**config.mk**
```make
export PLATFORM = sky130hd
export DESIGN_NAME = ula_bus_arbiter
export DESIGN_NICKNAME = d
export VERILOG_FILES = /design/src/rtl/ula_bus_arbiter.sv
export SDC_FILE = /design/constraint.sdc
export NUM_CORES = 1
export LEC_CHECK = 0
export ABC_AREA = 1
export CORE_ASPECT_RATIO = 0.75
export CORE_MARGIN = 2
export CORE_UTILIZATION = 55
export DETAILED_ROUTE_END_ITERATION = 16
export PLACE_DENSITY = 0.8
export SETUP_SLACK_MARGIN = 0.3
export SYNTH_ARGS = -nofsm -noshare
export SYNTH_HDL_FRONTEND = slang
export SYNTH_SLANG_ARGS = --single-unit
export TNS_END_PERCENT = 100
```
**constraint.sdc**
```tcl
create_clock -name clk -period 2.8 [get_ports clk]
set_input_delay 0.28 -clock clk [delete_from_list [all_inputs] [get_ports clk]]
set_output_delay 0.28 -clock clk [all_outputs]
set_load 0.02 [all_outputs]
```
**src/rtl/ula_bus_arbiter.sv**
```systemverilog
// Three-way round-robin bus arbiter driving tri-state buffer enables; registered grant, 1-cycle req-to-gnt from IDLE.
// Requesters hold req until served; MAX_HOLD caps tenure when others wait. Optional bus parking via ULA_BUS_PARK_EN.
module ula_bus_arbiter #(
  parameter int MAX_HOLD    = 4,
  parameter int TURN_CYCLES = 1
) (
  input  logic       clk,
  input  logic       rst_n,
  input  logic [2:0] req,
  output logic [2:0] gnt,
  output logic [2:0] en,
  output logic [1:0] owner,
  output logic       parked
);

  typedef enum logic [1:0] {
    S_IDLE  = 2'd0,
    S_GRANT = 2'd1,
    S_TURN  = 2'd2
  } state_t;

  localparam logic [3:0] HOLD_LAST = 4'(MAX_HOLD - 1);
  localparam logic [1:0] TURN_LAST = 2'(TURN_CYCLES - 1);

  state_t     r_state, w_state_nxt;
  logic [2:0] r_gnt, w_gnt_nxt;
  logic [2:0] r_en, w_en_nxt;
  logic [1:0] r_owner, w_owner_nxt;
  logic [1:0] r_ptr, w_ptr_nxt;
  logic [1:0] r_last, w_last_nxt;
  logic [1:0] r_turn_cnt, w_turn_nxt;
  logic [3:0] r_hold_cnt, w_hold_nxt;
  logic       w_pick_vld;
  logic [1:0] w_pick_idx;
  logic       w_do_grant;
  logic       w_others;

`ifdef ULA_BUS_PARK_EN
  logic       r_parked, w_parked_nxt;
  logic       r_park_vld, w_park_vld_nxt;
`endif

  function automatic logic [1:0] f_inc3(input logic [1:0] x);
    return (x == 2'd2) ? 2'd0 : x + 2'd1;
  endfunction

  function automatic logic [2:0] f_onehot(input logic [1:0] x);
    case (x)
      2'd0:    return 3'b001;
      2'd1:    return 3'b010;
      default: return 3'b100;
    endcase
  endfunction

  function automatic logic [1:0] f_enc(input logic [2:0] g);
    case (g)
      3'b001:  return 2'd0;
      3'b010:  return 2'd1;
      3'b100:  return 2'd2;
      default: return 2'd3;
    endcase
  endfunction

  // Round-robin pick: first set request walking ptr, ptr+1, ptr+2 (mod 3).
  always_comb begin
    logic [1:0] cand;
    w_pick_vld = 1'b0;
    w_pick_idx = 2'd0;
    cand       = r_ptr;
    for (int k = 0; k < 3; k++) begin
      if (!w_pick_vld && req[cand]) begin
        w_pick_vld = 1'b1;
        w_pick_idx = cand;
      end
      cand = f_inc3(cand);
    end
  end

  assign w_others = |(req & ~r_gnt);

  always_comb begin
    w_state_nxt = r_state;
    w_gnt_nxt   = r_gnt;
    w_hold_nxt  = r_hold_cnt;
    w_turn_nxt  = r_turn_cnt;
    w_ptr_nxt   = r_ptr;
    w_last_nxt  = r_last;
    w_do_grant  = 1'b0;

    case (r_state)
      S_IDLE: begin
        if (w_pick_vld) begin
`ifdef ULA_BUS_PARK_EN
          // A parked bus may only be handed to a different unit after a turnaround.
          if (r_park_vld && (w_pick_idx != r_last)) begin
            w_state_nxt = S_TURN;
            w_turn_nxt  = 2'd0;
          end else begin
            w_do_grant = 1'b1;
          end
`else
          w_do_grant = 1'b1;
`endif
        end
      end
      S_GRANT: begin
        if (!req[r_last] || ((r_hold_cnt == HOLD_LAST) && w_others)) begin
          w_state_nxt = S_TURN;
          w_gnt_nxt   = 3'b000;
          w_turn_nxt  = 2'd0;
          w_ptr_nxt   = f_inc3(r_last);
        end else if (r_hold_cnt != HOLD_LAST) begin
          w_hold_nxt = r_hold_cnt + 4'd1;
        end
      end
      S_TURN: begin
        if (r_turn_cnt == TURN_LAST) begin
          if (w_pick_vld) begin
            w_do_grant = 1'b1;
          end else begin
            w_state_nxt = S_IDLE;
          end
        end else begin
          w_turn_nxt = r_turn_cnt + 2'd1;
        end
      end
      default: begin
        w_state_nxt = S_IDLE;
        w_gnt_nxt   = 3'b000;
      end
    endcase

    if (w_do_grant) begin
      w_state_nxt = S_GRANT;
      w_gnt_nxt   = f_onehot(w_pick_idx);
      w_hold_nxt  = 4'd0;
      w_last_nxt  = w_pick_idx;
    end
  end

  always_comb begin
    w_owner_nxt = f_enc(w_gnt_nxt);
`ifdef ULA_BUS_PARK_EN
    w_park_vld_nxt = r_park_vld | w_do_grant;
    w_parked_nxt   = (w_state_nxt == S_IDLE) && w_park_vld_nxt;
    w_en_nxt       = w_parked_nxt ? f_onehot(w_last_nxt) : w_gnt_nxt;
`else
    w_en_nxt = w_gnt_nxt;
`endif
  end

  always_ff @(posedge clk) begin
    if (!rst_n) begin
      r_state    <= S_IDLE;
      r_gnt      <= 3'b000;
      r_en       <= 3'b000;
      r_owner    <= 2'd3;
      r_ptr      <= 2'd0;
      r_last     <= 2'd0;
      r_hold_cnt <= 4'd0;
      r_turn_cnt <= 2'd0;
`ifdef ULA_BUS_PARK_EN
      r_parked   <= 1'b0;
      r_park_vld <= 1'b0;
`endif
    end else begin
      r_state    <= w_state_nxt;
      r_gnt      <= w_gnt_nxt;
      r_en       <= w_en_nxt;
      r_owner    <= w_owner_nxt;
      r_ptr      <= w_ptr_nxt;
      r_last     <= w_last_nxt;
      r_hold_cnt <= w_hold_nxt;
      r_turn_cnt <= w_turn_nxt;
`ifdef ULA_BUS_PARK_EN
      r_parked   <= w_parked_nxt;
      r_park_vld <= w_park_vld_nxt;
`endif
    end
  end

  assign gnt   = r_gnt;
  assign en    = r_en;
  assign owner = r_owner;
`ifdef ULA_BUS_PARK_EN
  assign parked = r_parked;
`else
  assign parked = 1'b0;
`endif

endmodule

```
==> run_results.csv <==
group,metric,value,unit
run_status,status,"finished, final reports clean",
yosys,syn_avg_cell_area,6.43,sq um
place,port_buffers,12,
routing,routed_via_density,5.26,
global_route,antenna_found_initial,0,
die,core-area,1740,sq um
global_route,grt_usage,23.6,%
global_route,overflow,0,
clock_tree,ctsHoldBuffers,0,
timing,hold_viol_final,0,
die,fp-row-count,13,
final_layout,area_growth,12.9,%
global_route,grt_pass1_wl,3830,um
timing,rsz0062_at_grt,"false",
clock_tree,post-cts-setup-buffer-count,0,
place,hpwl,1780,um
die,start_util,59.1,%
routing,drc,0,
pwr,ir_drop,0.000509,V
clock_tree,post_cts_resized,0,
job,maxCapViolCount,0,
routing,drt_iter0_markers,44,
die,die_w,53.9,um
setup_path,cp-end-kind,"flop",
timing,fmax,0.573,GHz
place,finalWeightedCongestion,0.908,
timing,clock_skew,0.00708,ns
die,fp.dieH,41.5,um
hold_path,min_path_type,"flop to flop",
routing,via_count,1016,
final_layout,regArea,340,sq um
final_layout,drive_above_1_share,5.26,%
final_layout,finalNetCount,179,
clock_tree,cts_tree,"done",
yosys,syn_area,1030,sq um
yosys,syn_inst,160,
final_layout,diodes,0,
final_layout,fin_cells,193,
routing,wl_per_cell,11.6,um
final_layout,n_fill_cell,149,
setup_path,arrival,1.94,ns
routing,ant_nets,0,
clock_tree,cts_buffer_depth,2,
clock_tree,clk_pin_slew,0.10,ns
yosys,seq_area_frac_synth,33.1,%
pwr,combPwrFrac,48.1,%
die,dieArea,2240,sq um
clock_tree,cts_root_buf,"clkbuf_4",
yosys,synth_fp_nets,167,
pwr,switching_share,44.0,%
timing,min_period_over_period,62.3,%
global_route,first_global_vias,869,
pwr,internal_power,509,uW
timing,finalMaxSlewViolations,0,
pwr,power.switching,400,uW
setup_path,cp_max_fo,8,
pwr,p_seq_share,37.1,%
global_route,grt_max_degree,10,
clock_tree,numCtsBuffers,3,
pwr,p_per_area,783,nW/um^2
die,io_pins,14,
clock_tree,clk_latency,0.30,ns
pwr,pwr-share-clk,14.8,%
clock_tree,h-tree-depth,1,
setup_path,cp-start-kind,"flop",
place,placedCellCount,189,
pwr,p_leak,0.573,nW
routing,finalWirelength,2240,um
clock_tree,cts.sink_count,17,
setup_path,crit_type,"flop to flop",
final_layout,multiInputGateArea,538,sq um
timing,setup_viol,0,
timing,period_minus_slack,1.75,ns
yosys,synth-seq-cells,17,
setup_path,crit_required,2.99,ns
yosys,ys.warnings.count,0,
routing,first_pass_iters,4,
timing,final.setup.tns,0,ns
yosys,synthDistinctLibCells,22,
sequential cells by signal (all words and copies together) (netlist names):
signal	cells
r_hold_cnt	4
en	3
owner	2
r_last	2
r_ptr	2
r_state	2
r_turn_cnt	2
logic make-up (layout without fill, tap and decap cells):
logic type | after synthesis | count (layout) | share of synthesized area (%)
AND/OR/NAND/NOR | 85 | 85 | 36.7
buffers and inverters | 34 | 45 | 14.6
AO/OA/AOI/OAI | 18 | 18 | 10.2
flip-flops | 17 | 17 | 33.1
XOR/XNOR | 3 | 3 | 2.56
adder cells (fa/ha/maj) | 2 | 2 | 2.43
other | 1 | 1 | 0.365
synthesized netlist by cell type:
| library cell | instances | area (sq um) |
|---|---|---|
| a211oi_1 | 2 | 15.0 |
| a21oi_1 | 9 | 45.0 |
| buf_4 | 4 | 30.0 |
| buf_6 | 1 | 11.3 |
| conb_1 | 1 | 3.75 |
| dfxtp_1 | 17 | 340 |
| ha_1 | 2 | 25.0 |
| inv_1 | 26 | 97.6 |
| inv_2 | 3 | 11.3 |
| nand2_1 | 42 | 158 |
| nand3_1 | 19 | 95.1 |
| nand3_2 | 1 | 10.0 |
| nand3_4 | 1 | 17.5 |
| nand4_1 | 2 | 12.5 |
| nor2_1 | 17 | 63.8 |
| nor2_4 | 1 | 11.3 |
| nor3_1 | 2 | 10.0 |
| o2111ai_1 | 1 | 8.76 |
| o211ai_1 | 2 | 15.0 |
| o21ai_0 | 3 | 15.0 |
| o22ai_1 | 1 | 6.26 |
| xor2_1 | 3 | 26.3 |
final cells by class:
class	count	area share [%]
sequential	17	29.3
timing repair buffer	12	10.3
tap	22	2.37
inverter	29	9.37
clock buffer	4	2.26
multi-input combinational	109	46.3
critical path, cell delays in order, from the launching register on:
cell	delay, ns
dfxtp_1	0.50
nor2_1	0.14
nand2_1	0.10
inv_1	0.04
nor2_1	0.17
nand3_2	0.14
nand3_4	0.12
inv_2	0.05
nand2_1	0.09
nand2_1	0.09
nor2_1	0.11
nand3_1	0.09
stage by stage:
step | area (sq um) | worst slack, ns | power, mW | utilization (%) | hold WS [ns]
4_1_cts | 1160 | 1.09 | 0.911 | 66.7 | 0.496
6_report | 1160 | 1.05 | 0.909 | 66.7 | 0.494
2_1_floorplan | 1030 | 1.36 | 0.653 | - | 0.396
3_5_place_dp | 1130 | 0.806 | 0.775 | 65.2 | 0.481
3_3_place_gp | 1130 | 0.820 | 0.772 | 65.2 | 0.472
5_1_grt | 1160 | 0.848 | 0.983 | 66.7 | 0.509
cells in the final DEF, fill, tap and decap left out, drive strengths merged:
master,count
conb,1
nand3,21
o211ai,2
ha,2
o2111ai,1
a21oi,9
clkdlybuf4s50,12
clkbuf,4
nand2,42
xor2,3
nor3,2
a211oi,2
nand4,2
nor2,18
inv,29
o21ai,3
o22ai,1
dfxtp,17
worst paths after layout:
| path | from | slack (ns) | cells past startpoint | end |
|---|---|---|---|---|
| max | r_ptr[0]$_SDFFE_PN0P_ | 1.05 | 11 | owner[1]$_SDFF_PN1_ |
| min | r_last[1]$_SDFFE_PN0P_ | 0.49 | 2 | r_last[1]$_SDFFE_PN0P_ |
| max reg2reg | r_ptr[0]$_SDFFE_PN0P_ | 1.05 | 11 | owner[1]$_SDFF_PN1_ |
| min reg2reg | r_last[1]$_SDFFE_PN0P_ | 0.49 | 2 | r_last[1]$_SDFFE_PN0P_ |
layer usage:
layer / wire length [um] / global-route usage [%] / part of all wire (%)
met1: 1140 / 33.9 / 51
met5: 0 / 0 / 0
met4: 29 / 7.69 / 1.3
met3: 185 / 8.99 / 8.2
met2: 888 / 32.0 / 40
power groups by stage:
stage	Combinational, mW	Sequential [mW]	Clock (mW)
after floorplan	0.295	0.358	0
after global placement	0.430	0.342	0
after detailed placement	0.433	0.343	0
after CTS	0.436	0.337	0.138
after global routing	0.489	0.345	0.150
final	0.437	0.337	0.134
No activity file was read; power rests on OpenSTA's default activity.
==> patch: new RTL, same settings <==
Encoding of `state_t`: now one-hot (3 bits for 3 states).
--- a/src/rtl/ula_bus_arbiter.sv
+++ b/src/rtl/ula_bus_arbiter.sv
@@ -13,10 +13,10 @@
   output logic       parked
 );
 
-  typedef enum logic [1:0] {
-    S_IDLE  = 2'd0,
-    S_GRANT = 2'd1,
-    S_TURN  = 2'd2
+  typedef enum logic [2:0] {
+    S_IDLE  = 3'b001,
+    S_GRANT = 3'b010,
+    S_TURN  = 3'b100
   } state_t;
 
   localparam logic [3:0] HOLD_LAST = 4'(MAX_HOLD - 1);
Behaviour: no difference found for any inputs over 10 cycles, from zero or initial values and one cycle with rst_n low; not proved beyond that.
==> patch against the unedited design <==
Sequential cell count increased by 1; largest power group unchanged; hold slack lost 0.0012 ns; power rose by 18%; critical endpoint is now en[1]; synthesized area grew 16%; design area grew 16%; register-to-register slack better by 0.07 ns; critical path depth fell by 10; worst setup slack better by 0.040 ns; first-iteration DRC count is 32% higher; critical path type is now reg -> out; wire length grew 14%.
==> patch: results (changes against the unedited design) <==
IRDROPWORSTVDD_mV=0.581  # was 0.509 mV
OUTCOME='completed'  # unchanged
CPPEAKSTAGEDELAY_NS=0.66  # was 0.50 ns
DETAILROUTE.WIRELENGTH.MET3_UM=187  # was 185 µm
POWER.STATIC_LEAKAGE_nW=0.617  # was 0.573 nW
TOTAL_POWER_W=0.00107  # was 0.000909 W
YOSYS-TOP-CELLS-COUNT='nand2_1 (42), inv_1 (20), dfxtp_1 (18), nand3_1 (13), a21oi_1 (11)'  # was nand2_1 (42), inv_1 (26), nand3_1 (19), dfxtp_1 (17), nor2_1 (17)
NETSWITCHINGFRACTION_PCT=45.0  # was 44.0%
ROUTE.LAYER.MET1.WL_UM=1160  # was 1140 µm
UNIQUE_MASTERS_POST_SYNTH=31  # was 22
DETAIL_ROUTE.VIAS_PER_CELL=5.41  # was 5.26
FINISH.NET_COUNT=190  # was 179
HPWL_UM=2020  # was 1780 µm
GROUTE.LAYER.MET1.USAGE_PCT=26.8  # was 33.9%
INITIALDRTVIOLATIONCOUNT=58  # was 44
ROUTING_USAGE_ON_MET3_PCT=7.02  # was 8.99%
POWER_SHARE_OF_THE_COMBINATIONAL_GROUP_PCT=51.3  # was 48.1%
CRITICAL_PATH.SLOWEST_CELL='clkdlybuf4s50_1'  # was dfxtp_1
TIMING.CRITICAL_PATH.ARRIVAL_NS=1.43  # was 1.94 ns
MET2_USAGE_PCT=38.4  # was 32.0%
GRT_MAX_DEGREE=11  # was 10
FIN_SKEW_NS=0.00809  # was 0.00708 ns
PLACE_CONGESTION=0.908  # about the same
FINAL_LAYOUT_SIZE_SUFFIX_GT1_SHARE_PCT=20.9  # was 5.26%
CLOCK_NET_POWER_W=0.000168  # was 0.000134 W
GRT_FIRST_PASS_WIRELENGTH_UM=4370  # was 3830 µm
SYNTH_SEQ_AREA_SHARE_PCT=30.3  # was 33.1%
CRITPATHMAXFANOUT=5  # was 8
FIRST_GLOBAL_VIAS=1059  # was 869
FIRSTDRTPASSITERS=5  # was 4
ROUTEDWLPERCELL_UM=12.4  # was 11.6 µm
## patch: cell types whose count changed after synthesis, sizes merged, moves of 2 or more
cell   unedited run  this run
nand2            42        55
nor2             18        13
a21oi             9        12
xor2              3         0
inv              29        27
nand3            21        19
## patch: per-stage QoR
| step | worst slack, ns | cell area (µm²) | hold slack, ns | utilization (%) | cells |
|---|---|---|---|---|---|
| detailed placement | 0.878 | 1310 | 0.481 | 64.5 | 202 |
| floorplan | 1.39 | 1190 | 0.349 | - | 170 |
| global route | 0.929 | 1350 | 0.526 | 66.3 | 206 |
| finish | 1.09 | 1350 | 0.493 | 66.3 | 206 |
| CTS | 1.12 | 1350 | 0.496 | 66.3 | 206 |
| global placement | 0.915 | 1310 | 0.474 | 64.5 | 202 |
## patch: cell families after synthesis
logic type | after synthesis | synth area share (%)
buffers and inverters | 31 | 11.2
adders and majority gates | 2 | 2.10
DFF | 18 | 30.3
and+or+nand+nor | 96 | 45.5
AOI/OAI and AO/OA | 22 | 10.6
other | 1 | 0.315
## patch: layout make-up
class                           instances  area (µm²)  share of cell area [%]
Clock buffer                            4        36.3                    2.69
Inverter                               27         104                    7.71
Multi-Input combinational cell        121         697                    51.7
Sequential cell                        18         360                    26.7
Tap cell                               24        30.0                    2.23
Timing Repair Buffer                   12         120                    8.91
## patch: worst paths after layout
kind	start	to	slack [ns]	cells past startpoint
setup reg to reg	r_hold_cnt[0]$_SDFFE_PP0P_	owner[0]$_SDFF_PN1_	1.12	12
setup / recovery	en[1]$_SDFF_PN0_	en[1]	1.09	1
hold reg to reg	r_hold_cnt[1]$_SDFFE_PP0P_	r_hold_cnt[1]$_SDFFE_PP0P_	0.49	2
hold / removal	r_hold_cnt[1]$_SDFFE_PP0P_	r_hold_cnt[1]$_SDFFE_PP0P_	0.49	2
